$ cat config.mk
export PLATFORM = sky130hd
export DESIGN_NAME = tod_splitter
export DESIGN_NICKNAME = d
export VERILOG_FILES = /design/src/rtl/tod_splitter.sv
export SDC_FILE = /design/constraint.sdc
export NUM_CORES = 1
export LEC_CHECK = 0
export BUFFER_PORTS_ARGS = -buffer_cell sky130_fd_sc_hd__buf_2
export CORE_AREA = 4 4 84 86
export CTS_CLUSTER_DIAMETER = 200
export CTS_CLUSTER_SIZE = 30
export DETAILED_ROUTE_END_ITERATION = 10
export DIE_AREA = 0 0 88 90
export PLACE_DENSITY = 0.75
export SLEW_MARGIN = 20
export SYNTH_ARGS = -nofsm -noshare
export SYNTH_HDL_FRONTEND = slang
export SYNTH_SLANG_ARGS = --single-unit
$ cat constraint.sdc
create_clock -name i_Clock -period 6.4 [get_ports i_Clock]
set_input_delay 0.32 -clock i_Clock [delete_from_list [all_inputs] [get_ports i_Clock]]
set_output_delay 0.32 -clock i_Clock [all_outputs]
set_load 0.005 [all_outputs]
$ cat src/rtl/tod_splitter.sv
// Seconds-of-day to hours/minutes/seconds splitter using two sequential
// restoring divisions (by 3600, then the remainder by 60).
module tod_splitter #(
  parameter int unsigned SOD_WIDTH = 17,
  parameter int unsigned MAX_SOD   = 86399
) (
  input  logic                 i_Clock,
  input  logic                 i_Reset,
  input  logic [SOD_WIDTH-1:0] i_SOD,
  input  logic                 i_Start,
  output logic                 o_Busy,
  output logic [4:0]           o_Hours,
  output logic [5:0]           o_Minutes,
  output logic [5:0]           o_Seconds,
  output logic                 o_Err,
  output logic                 o_DV
);

  localparam int unsigned CntRaw = $clog2(SOD_WIDTH + 1);
  localparam int unsigned CntW   = (CntRaw > 5) ? CntRaw : 5;

  typedef enum logic [1:0] {StIdle, StDivH, StDivM} state_e;

  state_e                 state_q, state_d;
  logic [SOD_WIDTH-1:0]   dividend_q, dividend_d;
  logic [SOD_WIDTH-1:0]   quot_q, quot_d;
  logic [12:0]            rem_q, rem_d;
  logic [CntW-1:0]        cnt_q, cnt_d;
  logic [4:0]             hrs_q, hrs_d;
  logic                   busy_q, busy_d;
  logic [4:0]             hours_q, hours_d;
  logic [5:0]             minutes_q, minutes_d;
  logic [5:0]             seconds_q, seconds_d;
  logic                   err_q, err_d;
  logic                   dv_q, dv_d;

  // One restoring-division step shared by both phases.
  logic                   div_msb;
  logic [12:0]            divisor;
  logic [12:0]            rem_shift;
  logic                   rem_ge;
  logic [12:0]            rem_next;
  logic [SOD_WIDTH-1:0]   quot_next;

  always_comb begin
    div_msb   = (state_q == StDivH) ? dividend_q[SOD_WIDTH-1] : dividend_q[11];
    divisor   = (state_q == StDivH) ? 13'd3600 : 13'd60;
    rem_shift = {rem_q[11:0], div_msb};
    rem_ge    = (rem_shift >= divisor);
    rem_next  = rem_ge ? (rem_shift - divisor) : rem_shift;
    quot_next = {quot_q[SOD_WIDTH-2:0], rem_ge};
  end

  always_comb begin
    state_d    = state_q;
    dividend_d = dividend_q;
    quot_d     = quot_q;
    rem_d      = rem_q;
    cnt_d      = cnt_q;
    hrs_d      = hrs_q;
    busy_d     = busy_q;
    hours_d    = hours_q;
    minutes_d  = minutes_q;
    seconds_d  = seconds_q;
    err_d      = err_q;
    dv_d       = 1'b0;

    unique case (state_q)
      StIdle: begin
        if (i_Start) begin
          if (i_SOD > SOD_WIDTH'(MAX_SOD)) begin
            err_d     = 1'b1;
            hours_d   = '0;
            minutes_d = '0;
            seconds_d = '0;
            dv_d      = 1'b1;
          end else begin
            dividend_d = i_SOD;
            quot_d     = '0;
            rem_d      = '0;
            cnt_d      = '0;
            busy_d     = 1'b1;
            state_d    = StDivH;
          end
        end
      end
      StDivH: begin
        dividend_d = {dividend_q[SOD_WIDTH-2:0], 1'b0};
        quot_d     = quot_next;
        rem_d      = rem_next;
        cnt_d      = cnt_q + 1'b1;
        if (cnt_q == CntW'(SOD_WIDTH - 1)) begin
          // Remainder < 3600 fits in 12 bits and becomes the minutes dividend.
          hrs_d      = quot_next[4:0];
          dividend_d = {{(SOD_WIDTH-12){1'b0}}, rem_next[11:0]};
          quot_d     = '0;
          rem_d      = '0;
          cnt_d      = '0;
          state_d    = StDivM;
        end
      end
      StDivM: begin
        dividend_d = {dividend_q[SOD_WIDTH-2:0], 1'b0};
        quot_d     = quot_next;
        rem_d      = rem_next;
        cnt_d      = cnt_q + 1'b1;
        if (cnt_q == CntW'(11)) begin
          hours_d   = hrs_q;
          minutes_d = quot_next[5:0];
          seconds_d = rem_next[5:0];
          err_d     = 1'b0;
          dv_d      = 1'b1;
          busy_d    = 1'b0;
          state_d   = StIdle;
        end
      end
      default: state_d = StIdle;
    endcase
  end

  always_ff @(posedge i_Clock) begin
    if (i_Reset) begin
      state_q    <= StIdle;
      dividend_q <= '0;
      quot_q     <= '0;
      rem_q      <= '0;
      cnt_q      <= '0;
      hrs_q      <= '0;
      busy_q     <= 1'b0;
      hours_q    <= '0;
      minutes_q  <= '0;
      seconds_q  <= '0;
      err_q      <= 1'b0;
      dv_q       <= 1'b0;
    end else begin
      state_q    <= state_d;
      dividend_q <= dividend_d;
      quot_q     <= quot_d;
      rem_q      <= rem_d;
      cnt_q      <= cnt_d;
      hrs_q      <= hrs_d;
      busy_q     <= busy_d;
      hours_q    <= hours_d;
      minutes_q  <= minutes_d;
      seconds_q  <= seconds_d;
      err_q      <= err_d;
      dv_q       <= dv_d;
    end
  end

  assign o_Busy    = busy_q;
  assign o_Hours   = hours_q;
  assign o_Minutes = minutes_q;
  assign o_Seconds = seconds_q;
  assign o_Err     = err_q;
  assign o_DV      = dv_q;

endmodule

==> impl_metrics.ini <==
[outcome]
status = completed

[clock_network]
clk_pin_slew_ps = 70
clockBufferDepth = 2
ctsHoldBuffers = 0
cts_num_sinks = 66
cts_tree = built
cts_buffers = 9
worstSkewPairLatency_ps = 340
post_cts_resized = 0
htree_num_levels = 3
cts-root-buf = clkbuf_8
postCtsSetupBuffers = 0

[logic_synthesis]
syn_area_per_cell_sq_um = 7.99
syn-num-nets = 458
synthCells = 427
ys_seq_area_share_pct = 38.7
synth_edf_count = 0
yosys_register_bits = 66
synthArstFlopShare_pct = 0
synth_flop_cell = dfxtp_1
syn_area_sq_um = 3410
ys_types = 60
yosys_warnings = 0

[sta]
drv_slew = 0
finalHoldViolCount = 0
setup_ws_ps = 2940
finalCritPeriodShare_pct = 54.1
worstMarginPinSlew_ps = 913
max_freq_mhz = 289
fin_skew_ps = 9.83
setup_viol = 0
rsz0062_at_grt = false
min_period_ps = 3460
fin_tns_setup_ps = 0
whs_ps = 277
max_slew_margin_pct = 39.1

[cells_and_area]
antennaDiodeCount = 0
fillers = 603
final_common_cell = dfxtp_1
final_cell_mix = 66 x dfxtp_1, 50 x nand2_1, 46 x nor2_1
areaGrowthSynthToFinish_pct = 11.3
nets = 479
final_layout_size_suffix_gt1_share_pct = 15.5

[job]
maxCapViolCount = 0

[floorplanning]
initial_core_util_pct = 54.4
die_area_sq_um = 7920
die_w_microns = 88
ios = 40
num_rows = 29
core_sq_um = 6280
die_h_microns = 90

[placement]
hpwl_microns = 6030
io_buffers = 39
dp_slack_ps = 2970
routabilityCongestion = 0.891

[critical_path]
cp-endpoint = dividend_q[5]
cp_max_fo = 16
path_class = reg2reg
worst-r2r-setup-slack_ps = 2940
cp-startpoint = state_q[1]
cp.arrival_ps = 3690
start_kind = flop
reg2regPathDepth = 11
cp-end-kind = flop
required_ps = 6630
timing.rr.start = state_q[1]
r2r_end = dividend_q[5]

[global_route]
first_global_vias = 2971
grt_max_degree = 66
grt_use_total_pct = 22.6
antenna_found_initial = 0
grt_first_pass_wirelength_microns = 14400
overflow = 0

[power]
p_per_area_nw_per_um2 = 275
ir_worst_vdd_mv = 0.148
p_leak_nw = 1.46

[route]
avgViaCountPerCell = 5.97
drtIter0Drc = 237
wl_microns = 8740
vias = 3160
avgRoutedWirePerCell_microns = 16.5
drtPass1Iterations = 5
drcViolationCount = 0
drtAntennaViolNets = 0

[worst_hold_path]
hold_path_class = in2reg
-- sequential cells by signal (all words and copies together) (netlist names) --
signal      count
o_Seconds       6
quot_q          5
cnt_q           5
state_q         2
o_Hours         5
rem_q          12
o_Err           1
o_DV            1
o_Minutes       6
o_Busy          1
hrs_q           5
dividend_q     17
-- where the power goes --
part | leakage [nW] | internal [mW] | total [mW] | switching (mW)
clock network | 0.105 | 0.215 | 0.375 | 0.160
logic | 0.823 | 0.0764 | 0.220 | 0.144
registers | 0.536 | 0.434 | 0.448 | 0.0137
-- cell families after synthesis --
logic type | Yosys count | synth area share, %
AO/OA/AOI/OAI | 113 | 22.1
XOR/XNOR | 10 | 2.57
adder cells (fa/ha/maj) | 11 | 4.03
buffers and inverters | 42 | 5.28
flip-flops | 66 | 38.7
multiplexers | 9 | 2.90
AND/OR/NAND/NOR | 176 | 24.3
-- worst min path at each step --
| stage | start | endpoint | slack (ps) | cells after the start |
|---|---|---|---|---|
| after global placement | o_Hours[3] | o_Hours[3] | 440 | 2 |
| final | i_SOD[0] | dividend_q[0] | 280 | 3 |
| after global routing | i_SOD[0] | dividend_q[0] | 290 | 3 |
| after CTS | i_SOD[0] | dividend_q[0] | 270 | 3 |
| after floorplan | rem_q[11] | rem_q[11] | 430 | 2 |
| after detailed placement | o_Minutes[0] | o_Minutes[0] | 440 | 2 |
-- area by class of cell --
class,instances,area [sq um],area share (%)
multi-input cells,319,1920,50.4
flip-flops and latches,66,1320,34.8
repair buffers,42,220,5.80
clock buffers,9,124,3.26
well taps,77,96.3,2.54
clock inverters,6,82.6,2.17
inverters,10,37.5,0.988
-- critical path, cell delays in order (launching register included) --
cell,delay (ps)
dfxtp_1,330
inv_1,100
ha_1,370
inv_1,250
ha_1,300
nor2_1,100
a21oi_1,60
o311ai_2,370
a221o_1,670
nand3_1,240
and3_1,260
o31a_1,290
-- routing by layer --
layer / vias up / routed length (microns) / track usage [%]
met2: 89 / 4200 / 35.4
met3: 14 / 451 / 3.56
met1: 1488 / 3940 / 31.0
met5: - / 0 / 0
met4: 0 / 148 / 8.31
li1: 1569 / - / -
-- stage by stage --
stage          utilization, %  power, mW  instances  instance area [sq um]
6_report                 60.5       1.04        529                   3800
5_1_grt                  60.5       1.09        529                   3800
4_1_cts                  60.5       1.05        529                   3790
3_5_place_dp             57.2      0.675        514                   3590
3_3_place_gp             57.2      0.668        514                   3590
2_1_floorplan               -      0.619        427                   3410
-- cells in the mapped netlist, types with 3 or more instances --
library cell	instances	area, sq um
a211oi_1	4	30.0
mux2_2	3	33.8
a221oi_1	6	52.6
or3_1	4	25.0
nor2_1	46	173
nand3_1	20	100
ha_1	11	138
mux2i_1	5	50.1
and3_1	3	18.8
nand2_1	50	188
and2_1	3	18.8
a311oi_1	5	43.8
nor3_1	22	110
nand3b_1	4	30.0
nor2b_1	5	31.3
a22oi_1	9	67.6
xor2_1	8	70.1
o221a_2	3	33.8
inv_1	9	33.8
buf_2	3	15.0
clkbuf_1	26	97.6
a21oi_1	37	185
dfxtp_1	66	1320
nand2b_1	4	25.0
a31oi_1	5	31.3
nand4_1	3	18.8
a21o_1	3	22.5
o21ai_0	19	95.1
No activity file was read; power rests on OpenSTA's default activity.
